### src/rtl/bus_copy_pkg.sv
// Shared types and widths for the bus copy master: FSM state encoding and bus widths.
// The checksum (BUS_COPY_SUM_EN) is configured in bus_copy_master.
package bus_copy_pkg;
  localparam int ADDR_W = 8;
  localparam int DATA_W = 32;
  localparam int LEN_W  = 5;

  typedef enum logic [2:0] {
    ST_IDLE,
    ST_REQ,
    ST_RD,
    ST_CAP,
    ST_WR,
    ST_DONE
  } state_e;
endpackage

### src/rtl/bus_copy_agen.sv
// Address generator: latches source/destination bases and length, keeps the word index,
// and produces modulo-256 read/write addresses plus a last-word flag.
module bus_copy_agen
  import bus_copy_pkg::*;
(
  input  logic              clk,
  input  logic              reset,
  input  logic              load,
  input  logic [ADDR_W-1:0] src_in,
  input  logic [ADDR_W-1:0] dst_in,
  input  logic [LEN_W-1:0]  len_in,
  input  logic              inc,
  output logic [ADDR_W-1:0] rd_addr,
  output logic [ADDR_W-1:0] wr_addr,
  output logic              last
);
  logic [ADDR_W-1:0] src_q, src_d;
  logic [ADDR_W-1:0] dst_q, dst_d;
  logic [LEN_W-1:0]  len_q, len_d;
  logic [LEN_W-1:0]  idx_q, idx_d;

  always_comb begin
    src_d = src_q;
    dst_d = dst_q;
    len_d = len_q;
    idx_d = idx_q;
    if (load) begin
      src_d = src_in;
      dst_d = dst_in;
      len_d = len_in;
      idx_d = '0;
    end else if (inc) begin
      idx_d = idx_q + LEN_W'(1);
    end
  end

  always_ff @(posedge clk or posedge reset) begin
    if (reset) begin
      src_q <= '0;
      dst_q <= '0;
      len_q <= '0;
      idx_q <= '0;
    end else begin
      src_q <= src_d;
      dst_q <= dst_d;
      len_q <= len_d;
      idx_q <= idx_d;
    end
  end

  // 8-bit sums wrap naturally past 8'hFF.
  assign rd_addr = src_q + ADDR_W'(idx_q);
  assign wr_addr = dst_q + ADDR_W'(idx_q);
  assign last    = ({1'b0, idx_q} + (LEN_W + 1)'(1)) == {1'b0, len_q};
endmodule

### src/rtl/bus_copy_master.sv
// Bus copy master: copies length words src->dst over a granted bus, one word per RD/CAP/WR.
// Define BUS_COPY_SUM_EN to enable the running checksum on sum; otherwise sum is tied to zero.
module bus_copy_master
  import bus_copy_pkg::*;
(
  input  logic              clk,
  input  logic              reset,
  input  logic              start,
  input  logic [ADDR_W-1:0] src_addr,
  input  logic [ADDR_W-1:0] dst_addr,
  input  logic [LEN_W-1:0]  length,
  output logic              busy,
  output logic              done,
  output logic              M_req,
  input  logic              M_grant,
  output logic              M_wr,
  output logic [ADDR_W-1:0] M_addr,
  output logic [DATA_W-1:0] M_dout,
  input  logic [DATA_W-1:0] M_din,
  output logic [DATA_W-1:0] sum
);
  state_e            state_q, state_d;
  logic [DATA_W-1:0] buf_q, buf_d;
  logic              zdone_q, zdone_d;
  logic              load, inc, last;
  logic [ADDR_W-1:0] rd_addr, wr_addr;

  bus_copy_agen u_agen (
    .clk     (clk),
    .reset   (reset),
    .load    (load),
    .src_in  (src_addr),
    .dst_in  (dst_addr),
    .len_in  (length),
    .inc     (inc),
    .rd_addr (rd_addr),
    .wr_addr (wr_addr),
    .last    (last)
  );

  always_comb begin
    state_d = state_q;
    buf_d   = buf_q;
    zdone_d = 1'b0;
    load    = 1'b0;
    inc     = 1'b0;
    M_req   = 1'b0;
    M_wr    = 1'b0;
    M_addr  = '0;
    M_dout  = '0;
    case (state_q)
      ST_IDLE: begin
        if (start) begin
          load = 1'b1;
          // A zero-length request completes without ever touching the bus or raising busy.
          if (length == '0) zdone_d = 1'b1;
          else              state_d = ST_REQ;
        end
      end
      ST_REQ: begin
        M_req = 1'b1;
        if (M_grant) state_d = ST_RD;
      end
      ST_RD: begin
        M_req   = 1'b1;
        M_addr  = rd_addr;
        state_d = M_grant ? ST_CAP : ST_REQ;
      end
      ST_CAP: begin
        M_req = 1'b1;
        if (M_grant) begin
          buf_d   = M_din;
          state_d = ST_WR;
        end else begin
          state_d = ST_REQ;
        end
      end
      ST_WR: begin
        M_req  = 1'b1;
        M_addr = wr_addr;
        M_dout = buf_q;
        // Losing grant here drops the write; the word is re-read after regrant.
        if (M_grant) begin
          M_wr    = 1'b1;
          inc     = 1'b1;
          state_d = last ? ST_DONE : ST_RD;
        end else begin
          state_d = ST_REQ;
        end
      end
      ST_DONE: state_d = ST_IDLE;
      default: state_d = ST_IDLE;
    endcase
  end

  always_ff @(posedge clk or posedge reset) begin
    if (reset) begin
      state_q <= ST_IDLE;
      buf_q   <= '0;
      zdone_q <= 1'b0;
    end else begin
      state_q <= state_d;
      buf_q   <= buf_d;
      zdone_q <= zdone_d;
    end
  end

  assign busy = (state_q != ST_IDLE);
  assign done = (state_q == ST_DONE) | zdone_q;

`ifdef BUS_COPY_SUM_EN
  logic [DATA_W-1:0] sum_q, sum_d;

  // The captured word is accumulated when its write commits, so abandoned words never count.
  always_comb begin
    sum_d = sum_q;
    if (load)                                 sum_d = '0;
    else if ((state_q == ST_WR) && M_grant)   sum_d = sum_q + buf_q;
  end

  always_ff @(posedge clk or posedge reset) begin
    if (reset) sum_q <= '0;
    else       sum_q <= sum_d;
  end

  assign sum = sum_q;
`else
  assign sum = '0;
`endif
endmodule

### config.mk
export PLATFORM = sky130hd
export DESIGN_NAME = bus_copy_master
export DESIGN_NICKNAME = d
export VERILOG_FILES = /design/src/rtl/bus_copy_pkg.sv /design/src/rtl/bus_copy_agen.sv /design/src/rtl/bus_copy_master.sv
export SDC_FILE = /design/constraint.sdc
export NUM_CORES = 1
export LEC_CHECK = 0
export ABC_AREA = 1
export CAP_MARGIN = 20
export CORE_MARGIN = 10
export CORE_UTILIZATION = 49
export DETAILED_ROUTE_END_ITERATION = 8
export PLACE_DENSITY_LB_ADDON = 0.08
export SETUP_SLACK_MARGIN = 0.15
export SLEW_MARGIN = 20
export SYNTH_ARGS = -nofsm -noshare
export SYNTH_HDL_FRONTEND = slang
export SYNTH_HIERARCHICAL = 1
export SYNTH_SLANG_ARGS = --single-unit
### constraint.sdc
create_clock -name clk -period 3.09 [get_ports clk]
set_input_delay 0.618 -clock clk [delete_from_list [all_inputs] [get_ports clk]]
set_output_delay 0.618 -clock clk [all_outputs]
set_load 0.02 [all_outputs]
==> out/qor.csv <==
metric,value,unit
Setup crit end kind,output port,
DR pass1 iterations,5,
Startpoint Class,register,
vias in the first global route,3252,
crit-path max FO,8,
fmax,343,MHz
CP max stage delay,0.45,ns
Power Dens Cells,728,nW/um^2
Post-Route WL,9940,um
CTS tree,built,
Synth cell types,28,
Crit path required time,2.47,ns
DR WL/cell,14.0,um
"most used cell, CP",nand2_1,
Synth Instances,502,
core area,7290,um^2
Synth top area share,0.419,
Slew @ Worst Pin,0.591,ns
via count,3351,
Max Clock Skew,0.0127,ns
CP top delay family,adder cells,
Clock Latency Late Sink,0.36,ns
DRC viols,0,
Peak supply drop,0.000415,V
TritonCTS Buffers,9,
register area share after synthesis,0.419,
HP Class,reg -> reg,
first-pass GRT wire length,16000,um
die width,107,um
CP arrival,2.30,ns
H-tree Lvls,3,
clock edge transition at the registers on the reported setup and hold paths,0.07,ns
final cell count without fillers,709,
Port Buf Inserts,100,
period utilization,0.945,
Synth area leaders,"dfrtp_1 42%, nand2_1 11%, nor2_1 7.6%",
Max-Cap Viols,0,
GRT Residual Overflow,0,
Post-synth EDFFs,0,
nets,675,
Die Y,107,um
Routed Antenna Nets,0,
Crit-path slowest cell,dfrtp_2,
fraction of layout cells with a size suffix above 1,0.0803,
synth warn,6,
Final TNS setup,0,ns
post-cts sizing count,35,
largest net degree at the start of global routing,66,
ANT cells,0,
gpl congestion,0.920,
RSZ-0062 raised after global routing,true,
DRT iter0 DRCs,148,
clk buf depth,2,
"Buf+Inv Stages, Crit Path",3,
P_leak,2.85,nW
initial antenna violation count,0,
# clock sinks,62,
Async SR Flop Fraction,1.00,
crit path kind,reg -> out,
area delta synth->final,33.3,%
Seq cells post-synth,62,
final critical-path required period,2.92,ns
io pins,133,
setup violators final,0,
Mean Syn Cell Area,7.37,um^2
"Top FF cell, synth",dfrtp_1,
initial core utilization,0.508,
CP Cell Sequence,ha_1 > inv_1 > fa_1 > inv_1 > nand4_1 > nand3_1 > nand2_1 > nand2_1 > nand3_1 > nand2_1 > clkdlybuf4s15_1,
Total GRT Usage,0.173,
synthesized area,3700,um^2
status,"complete, no violations",
FP Rows,31,
drt via density,4.73,
hold buffers post-CTS,0,
Final HPWL DP,7660,um
cell taking the most area after synthesis,dfrtp_1,
placed cells,693,
die area,11400,um^2
fin. max-slew vios,0,
Clock Tree Root,clkbuf_8,
post-CTS setup buffers,0,
Final Hold Fails,0,
slew margin rel.,0.606,
[power breakdown]
part	internal (W)	total (W)	leakage, nW	switching [W]
sequential	0.00115	0.00135	0.718	0.000194
combinational	0.000543	0.00144	2.03	0.000900
clock	0.000455	0.000805	0.102	0.000351
total	0.00215	0.00359	2.85	0.00144
[path summary, 6_finish.rpt]
kind                                             startpoint                           to  slack (ns)  cells after the start
worst max-delay path            u_agen/idx_q[0]$_DFFE_PP0P_                    M_addr[6]        0.17                     11
worst min-delay path            u_agen/dst_q[0]$_DFFE_PP0P_  u_agen/dst_q[0]$_DFFE_PP0P_        0.48                      2
worst max register to register       state_q[0]$_DFFE_PP0P_  u_agen/idx_q[2]$_DFFE_PP0P_        1.00                     10
worst min register to register  u_agen/dst_q[0]$_DFFE_PP0P_  u_agen/dst_q[0]$_DFFE_PP0P_        0.48                      2
max in group asynchronous                             reset            zdone_q$_DFF_PP0_        1.81                      3
min in group asynchronous                             reset        buf_q[13]$_DFFE_PP0P_        0.59                      2
[routing by layer]
metal  vias up  part of all wire  GRT usage
met2       112              0.48      0.291
met3        12             0.053     0.0407
li1       1704                 -          -
met4         0             0.010     0.0580
met5         -                 0          0
met1      1523              0.45      0.212
[worst register-to-register path, stage by stage (launching register included)]
cell	delay [ns]
dfrtp_1	0.48
inv_2	0.20
nand2_2	0.11
inv_2	0.15
nand2_2	0.06
buf_6	0.20
nor2_1	0.23
inv_1	0.11
nor2_1	0.17
inv_1	0.11
o22ai_1	0.18
[sequential cells by signal, indices dropped and copies added, names as in the netlist]
signal,count
buf_q,32
state_q,3
u_agen/dst_q,8
u_agen/idx_q,5
u_agen/len_q,5
u_agen/src_q,8
zdone_q,1
[area by class of cell]
class / instances / area (um^2)
clock inverter: 7 / 96.3
clock buffer: 9 / 124
fill: 670 / 2360
tap: 99 / 124
timing repair buffer: 108 / 1050
inverter: 72 / 273
multi-input combinational: 352 / 1710
sequential: 62 / 1560
[cell usage in the layout, fill, tap and decap left out, types with 2 or more instances in the layout]
cell type        count
a21oi_1             35
a21oi_2              2
buf_4                7
bufinv_16            2
clkbuf_8             9
clkdlybuf4s15_1      2
clkdlybuf4s50_1     59
clkinvlp_4           3
conb_1              32
dfrtp_1             59
dfrtp_2              3
dlygate4sd2_1       28
dlymetal6s2s_1      10
fa_1                 2
ha_1                 6
ha_2                 3
ha_4                 2
inv_1               66
inv_2                4
nand2_1            112
nand2_2              4
nand3_1             35
nand3_2              2
nand3b_1             2
nand4_1              6
nor2_1              74
nor2_2               2
nor3_1               4
o21ai_0             14
o22ai_1              4
xnor2_1              2
xor2_1               6
[cell families after synthesis]
group / after synthesis / synth area share
xor gates and xnor gates: 8 / 0.0189
and+or+nand+nor: 242 / 0.272
buffers and inverters: 119 / 0.161
AOI/OAI and AO/OA: 57 / 0.0798
adders and majority gates: 13 / 0.0480
DFF: 62 / 0.419
other: 1 / 0.00101
[cell usage after synthesis, types with 2 or more instances]
| cell type | count |
|---|---|
| nor3_1 | 4 |
| xor2_1 | 6 |
| nand3_2 | 2 |
| nand3b_1 | 2 |
| nand3_1 | 35 |
| inv_1 | 66 |
| fa_1 | 2 |
| buf_2 | 9 |
| buf_4 | 36 |
| o21ai_0 | 14 |
| a21oi_1 | 37 |
| inv_2 | 4 |
| clkbuf_1 | 2 |
| ha_1 | 11 |
| nand4_1 | 6 |
| nor2_1 | 75 |
| nand2_2 | 4 |
| o22ai_1 | 4 |
| nand2_1 | 112 |
| dfrtp_1 | 62 |
| xnor2_1 | 2 |
[through the flow]
stage / area (um^2) / util / worst slack [ns] / hold slack (ns) / total power [W]
after global placement: 4680 / 0.642 / 0.212 / 0.472 / 0.00274
after detailed placement: 4680 / 0.642 / 0.132 / 0.468 / 0.00281
after global routing: 4930 / 0.677 / 0.000449 / 0.514 / 0.00389
final: 4930 / 0.677 / 0.171 / 0.482 / 0.00359
after floorplan: 3820 / - / 0.841 / 0.448 / 0.00234
after CTS: 4880 / 0.670 / 0.134 / 0.488 / 0.00359
Power figures use the tool's default switching activity.
